===== config.mk =====
export PLATFORM = sky130hd
export DESIGN_NAME = uart_tx_frame_ctrl
export DESIGN_NICKNAME = d
export VERILOG_FILES = /design/src/rtl/uart_tx_frame_ctrl.sv
export SDC_FILE = /design/constraint.sdc
export NUM_CORES = 1
export LEC_CHECK = 0
export CORE_MARGIN = 2
export CORE_UTILIZATION = 50
export CTS_BUF_LIST = sky130_fd_sc_hd__clkbuf_4 sky130_fd_sc_hd__clkbuf_8
export DETAILED_ROUTE_END_ITERATION = 6
export GPL_TIMING_DRIVEN = 1
export PLACE_DENSITY_LB_ADDON = 0.05
export REMOVE_ABC_BUFFERS = 1
export SYNTH_ARGS = -nofsm -noshare
export SYNTH_HDL_FRONTEND = slang
export SYNTH_SLANG_ARGS = --single-unit

===== constraint.sdc =====
create_clock -name clk -period 1.9 [get_ports clk]
set_clock_uncertainty 0.15 [all_clocks]
set_input_delay 0.38 -clock clk [delete_from_list [all_inputs] [get_ports clk]]
set_output_delay 0.38 -clock clk [all_outputs]
set_load 0.03 [all_outputs]

===== src/rtl/uart_tx_frame_ctrl.sv =====
// UART transmit engine: start bit, DATA_WIDTH data bits LSB first, optional parity,
// one or two stop bits. Outputs are registered from the next state so they align with it.
module uart_tx_frame_ctrl #(
    parameter int unsigned DATA_WIDTH = 8
) (
    input  logic                  clk,
    input  logic                  RST,
    input  logic [DATA_WIDTH-1:0] P_DATA,
    input  logic                  Data_Valid,
    input  logic                  PAR_EN,
    input  logic                  PAR_TYP,
    input  logic                  STOP2,
    output logic                  TX_OUT,
    output logic                  busy,
    output logic                  tx_done
);

    localparam int unsigned CntW = $clog2(DATA_WIDTH);
    localparam logic [CntW-1:0] LastBit = CntW'(DATA_WIDTH - 1);

    typedef enum logic [2:0] {
        StIdle   = 3'd0,
        StStart  = 3'd1,
        StData   = 3'd2,
        StParity = 3'd3,
        StStop   = 3'd4
    } state_e;

    state_e                state_q, state_d;
    logic [CntW-1:0]       bit_cnt_q, bit_cnt_d;
    logic                  stop_cnt_q, stop_cnt_d;
    logic [DATA_WIDTH-1:0] data_q, data_d;
    logic                  par_en_q, par_en_d;
    logic                  par_typ_q, par_typ_d;
    logic                  stop2_q, stop2_d;
    logic                  tx_q, tx_d;
    logic                  busy_q, busy_d;
    logic                  done_q, done_d;
    logic                  stop_last;
    logic                  ready;
    logic                  accept;

    // stop_cnt counts 0 (one stop bit) or 0..1 (two stop bits)
    assign stop_last = (stop_cnt_q == stop2_q);
    assign ready     = (state_q == StIdle) || ((state_q == StStop) && stop_last);
    assign accept    = ready && Data_Valid;

    always_comb begin
        state_d    = state_q;
        bit_cnt_d  = bit_cnt_q;
        stop_cnt_d = stop_cnt_q;
        data_d     = data_q;
        par_en_d   = par_en_q;
        par_typ_d  = par_typ_q;
        stop2_d    = stop2_q;
        done_d     = 1'b0;

        if (accept) begin
            data_d    = P_DATA;
            par_en_d  = PAR_EN;
            par_typ_d = PAR_TYP;
            stop2_d   = STOP2;
        end

        case (state_q)
            StIdle: begin
                if (accept) state_d = StStart;
            end
            StStart: begin
                state_d   = StData;
                bit_cnt_d = '0;
            end
            StData: begin
                if (bit_cnt_q == LastBit) begin
                    state_d    = par_en_q ? StParity : StStop;
                    stop_cnt_d = 1'b0;
                end else begin
                    bit_cnt_d = bit_cnt_q + 1'b1;
                end
            end
            StParity: begin
                state_d    = StStop;
                stop_cnt_d = 1'b0;
            end
            StStop: begin
                if (!stop_last) begin
                    stop_cnt_d = 1'b1;
                end else begin
                    done_d  = 1'b1;
                    state_d = accept ? StStart : StIdle;
                end
            end
            default: begin
                state_d    = StIdle;
                bit_cnt_d  = '0;
                stop_cnt_d = 1'b0;
            end
        endcase

        // Line level follows the state being entered at this edge
        case (state_d)
            StStart:  tx_d = 1'b0;
            StData:   tx_d = data_d[bit_cnt_d];
            StParity: tx_d = (^data_d) ^ par_typ_d;
            default:  tx_d = 1'b1;
        endcase
        busy_d = (state_d != StIdle);
    end

    always_ff @(posedge clk or negedge RST) begin
        if (!RST) begin
            state_q    <= StIdle;
            bit_cnt_q  <= '0;
            stop_cnt_q <= 1'b0;
            data_q     <= '0;
            par_en_q   <= 1'b0;
            par_typ_q  <= 1'b0;
            stop2_q    <= 1'b0;
            tx_q       <= 1'b1;
            busy_q     <= 1'b0;
            done_q     <= 1'b0;
        end else begin
            state_q    <= state_d;
            bit_cnt_q  <= bit_cnt_d;
            stop_cnt_q <= stop_cnt_d;
            data_q     <= data_d;
            par_en_q   <= par_en_d;
            par_typ_q  <= par_typ_d;
            stop2_q    <= stop2_d;
            tx_q       <= tx_d;
            busy_q     <= busy_d;
            done_q     <= done_d;
        end
    end

    assign TX_OUT  = tx_q;
    assign busy    = busy_q;
    assign tx_done = done_q;

endmodule


==> impl_metrics.csv <==
group,metric,value,unit
power,pwr_density_cell,1792,mW/mm2
floorplanning,dieArea,0.002848,mm2
grt,track_usage,0.2652,
placed_design,dpl.cell_count,190,
clock_tree,postCtsHoldBufs,0,
clock_tree,cts_root_buf,"clkbuf_4",
synthesis,ys_ff_latch,21,
clock_tree,clk_latency,320,ps
clock_tree,htree_levels,1,
sta,rsz0062_at_grt,"yes",
sta,finalCritPeriodShare,1.106,
route,first_pass_iters,4,
finish,area_growth,50.92,%
sta,hold_ws,248.2,ps
finish,stdcell_count,200,
finish,fill_cells,141,
clock_tree,cts_buffers,3,
finish,drive_gt1_frac,0.3895,
grt,first_global_vias,1164,
outcome,violations,"setup timing",
placed_design,place_ws,-629.2,ps
clock_tree,clk_pin_slew,120,ps
power,ir_drop,1.183,mV
critical_path,cp-end-kind,"flop",
sta,maxSlewHeadroom,0.7319,
power,p_leak,0.8265,nW
critical_path,cp.required,2010,ps
floorplanning,fp-row-count,17,
outcome,outcome,"finished, violations left",
finish,final_core_util,0.8158,
sta,max_freq,475.7,MHz
finish,regArea,529.3,um2
finish,insertedDiodeCount,0,
synthesis,synthesis.area,0.001219,mm2
finish,multi_input_comb_area,755.7,um2
grt,overflow,0,
floorplanning,io_pins,17,
hold_path,min_path_type,"in -> async",
route,drt_iter0_drc,35,
clock_tree,cts_tree,"done",
floorplanning,die_y,53.37,um
clock_tree,clockBufferDepth,2,
floorplanning,start_util,0.5405,
critical_path,path_class,"reg -> reg",
critical_path,worstPathMaxFanout,8,
placed_design,hpwlAfterDp,2.378,mm
route,post-route-drc-count,0,
flow_run,maxCapViolations,0,
synthesis,synth.avg_cell_area,10.42,um2
synthesis,yosysWarnings,0,
floorplanning,design.core.area,0.002255,mm2
route,antenna_left,0,
synthesis,yosysUniqueCellTypes,32,
sta,setup_ws,-202.0,ps
placed_design,place_congestion,0.9587,
route,vias_per_cell,5.745,
sta,hold_violations,0,
critical_path,arrival,2210,ps
finish,fin_nets,188,
route,wl,3.314,mm
floorplanning,die_w,53.37,um
synthesis,ys_seq_area_frac,0.4322,
sta,period_needed,2102,ps
grt,antenna_found_initial,0,
route,num_vias,1149,
sta,final.setup.tns,-202.9,ps
sta,finalSetupViolations,2,
critical_path,cp-start-kind,"flop",
route,route.detailed.wl_per_inst,16.57,um
placed_design,io_buffers,16,
grt,grt_pass1_wl,5.292,mm
clock_tree,cts_num_sinks,21,
sta,drv_slew,0,
synthesis,netlist_instances,117,
sta,worst_pin_slew,392.0,ps
grt,grt_start_max_net_pins,22,
[sequential cells by signal, indices dropped and copies added (netlist names)]
signal / count
data_q: 8
tx_done: 1
stop2_q: 1
state_q: 3
par_en_q: 1
stop_cnt_q: 1
TX_OUT: 1
busy: 1
bit_cnt_q: 3
par_typ_q: 1
[layer usage]
| layer | global-route usage | vias to the layer above | share of wire |
|---|---|---|---|
| met3 | 0.03672 | 13 | 0.032 |
| met5 | 0 | - | 0 |
| met1 | 0.3029 | 565 | 0.43 |
| met2 | 0.4733 | 38 | 0.51 |
| met4 | 0.1368 | 0 | 0.034 |
| li1 | - | 533 | - |
[final timing paths]
path                            slack, ps  cells after the start              endpoint            startpoint
worst min-delay path                  250                      2  state_q[2]$_DFF_PN0_                   RST
worst max register to register       -200                      9      TX_OUT$_DFF_PN1_  state_q[1]$_DFF_PN0_
worst min register to register        390                      1   par_typ_q$_DFF_PN0_   par_typ_q$_DFF_PN0_
worst max-delay path                 -200                      9      TX_OUT$_DFF_PN1_  state_q[1]$_DFF_PN0_
max in group asynchronous            1080                      2      TX_OUT$_DFF_PN1_                   RST
min in group clk                      390                      1   par_typ_q$_DFF_PN0_   par_typ_q$_DFF_PN0_
[cell usage in the layout (no fill, tap or decap), types with 2 or more instances in the layout]
| master | synthesis | layout |
|---|---|---|
| clkbuf_4 | 0 | 3 |
| nor2_1 | 6 | 6 |
| dfrtp_2 | 0 | 2 |
| inv_1 | 5 | 4 |
| mux2_4 | 0 | 4 |
| a21oi_1 | 3 | 2 |
| mux2i_1 | 5 | 5 |
| a2111oi_0 | 4 | 3 |
| o21ai_0 | 6 | 6 |
| and2_1 | 2 | 2 |
| buf_4 | 0 | 35 |
| mux2_2 | 9 | 5 |
| xnor2_1 | 14 | 14 |
| buf_6 | 0 | 4 |
| nand2_1 | 10 | 9 |
| a211oi_1 | 4 | 4 |
| nand3_1 | 3 | 2 |
| dlygate4sd2_1 | 0 | 2 |
| nor2b_1 | 3 | 3 |
| dfrtp_1 | 20 | 18 |
| clkdlybuf4s50_1 | 0 | 13 |
[Yosys cell counts]
cell / instances / area [um2]
a211oi_1: 4 / 30.03
a2111oi_0: 4 / 35.03
o21ai_0: 6 / 30.03
or3_1: 1 / 6.260
nand2b_1: 1 / 6.260
nand3_1: 3 / 15.01
o41ai_1: 2 / 17.52
a21o_1: 1 / 7.510
xnor2_1: 14 / 122.6
a22o_1: 1 / 8.760
a2111oi_4: 1 / 27.53
mux2i_1: 5 / 50.05
buf_2: 3 / 15.01
nand2_1: 10 / 37.54
o31ai_1: 1 / 7.510
a21oi_1: 3 / 15.01
nor3b_1: 1 / 7.510
dfstp_2: 1 / 26.28
o2bb2ai_1: 1 / 8.760
ha_1: 1 / 12.51
mux2_2: 9 / 101.4
a32oi_1: 1 / 8.760
inv_1: 5 / 18.77
nor3_1: 1 / 5.000
xor2_1: 2 / 17.52
nor2b_1: 3 / 18.77
clkbuf_1: 2 / 7.510
a31oi_1: 1 / 6.260
and2_1: 2 / 12.51
a22oi_2: 1 / 12.51
nor2_1: 6 / 22.52
dfrtp_1: 20 / 500.5
[where the power goes]
group / internal, W / leakage [nW] / switching [W]
combinational: 0.00120 / 0.554 / 0.000986
sequential: 0.000668 / 0.255 / 0.000224
clock: 0.0000789 / 0.0177 / 0.000144
total: 0.00194 / 0.826 / 0.00135
[timing repair]
| item | in CTS | in global routing |
|---|---|---|
| pin swaps | 11 | 4 |
| gates cloned | 1 | 0 |
| gates resized for setup | 18 | 11 |
| setup endpoints to repair | 8 | 9 |
| buffers inserted | 5 | 0 |
[cell type report]
class,instances,area share
repair buffers,56,0.2571
flip-flops and latches,21,0.2878
multi-input cells,86,0.4109
well taps,28,0.01905
inverters,5,0.01020
clock buffers,3,0.01224
clock inverters,1,0.002721
[critical path, stage by stage, from the launching register on]
cell and delay, ps:
dfrtp_2 490, nor2_1 180, buf_4 170, nand2_1 50, and2_1 180, inv_1 170
a211oi_1 80, o41ai_1 350, nand2_1 110, a22oi_2 120
[stage by stage]
step                area (um2)  total power, W
finish                    1839        0.003296
global route              1839        0.003504
CTS                       1780        0.003139
detailed placement        1647        0.002712
global placement          1647        0.002650
floorplan                 1196        0.001973
[cell families after synthesis]
family          Yosys count  share of synthesized area
simple gates             28                     0.1078
fa+ha+maj                 1                    0.01027
compound gates           27                     0.1766
buf+inv                  10                    0.03388
flops                    21                     0.4322
xor+xnor                 16                     0.1150
mux                      14                     0.1242
Power figures use the tool's default switching activity.
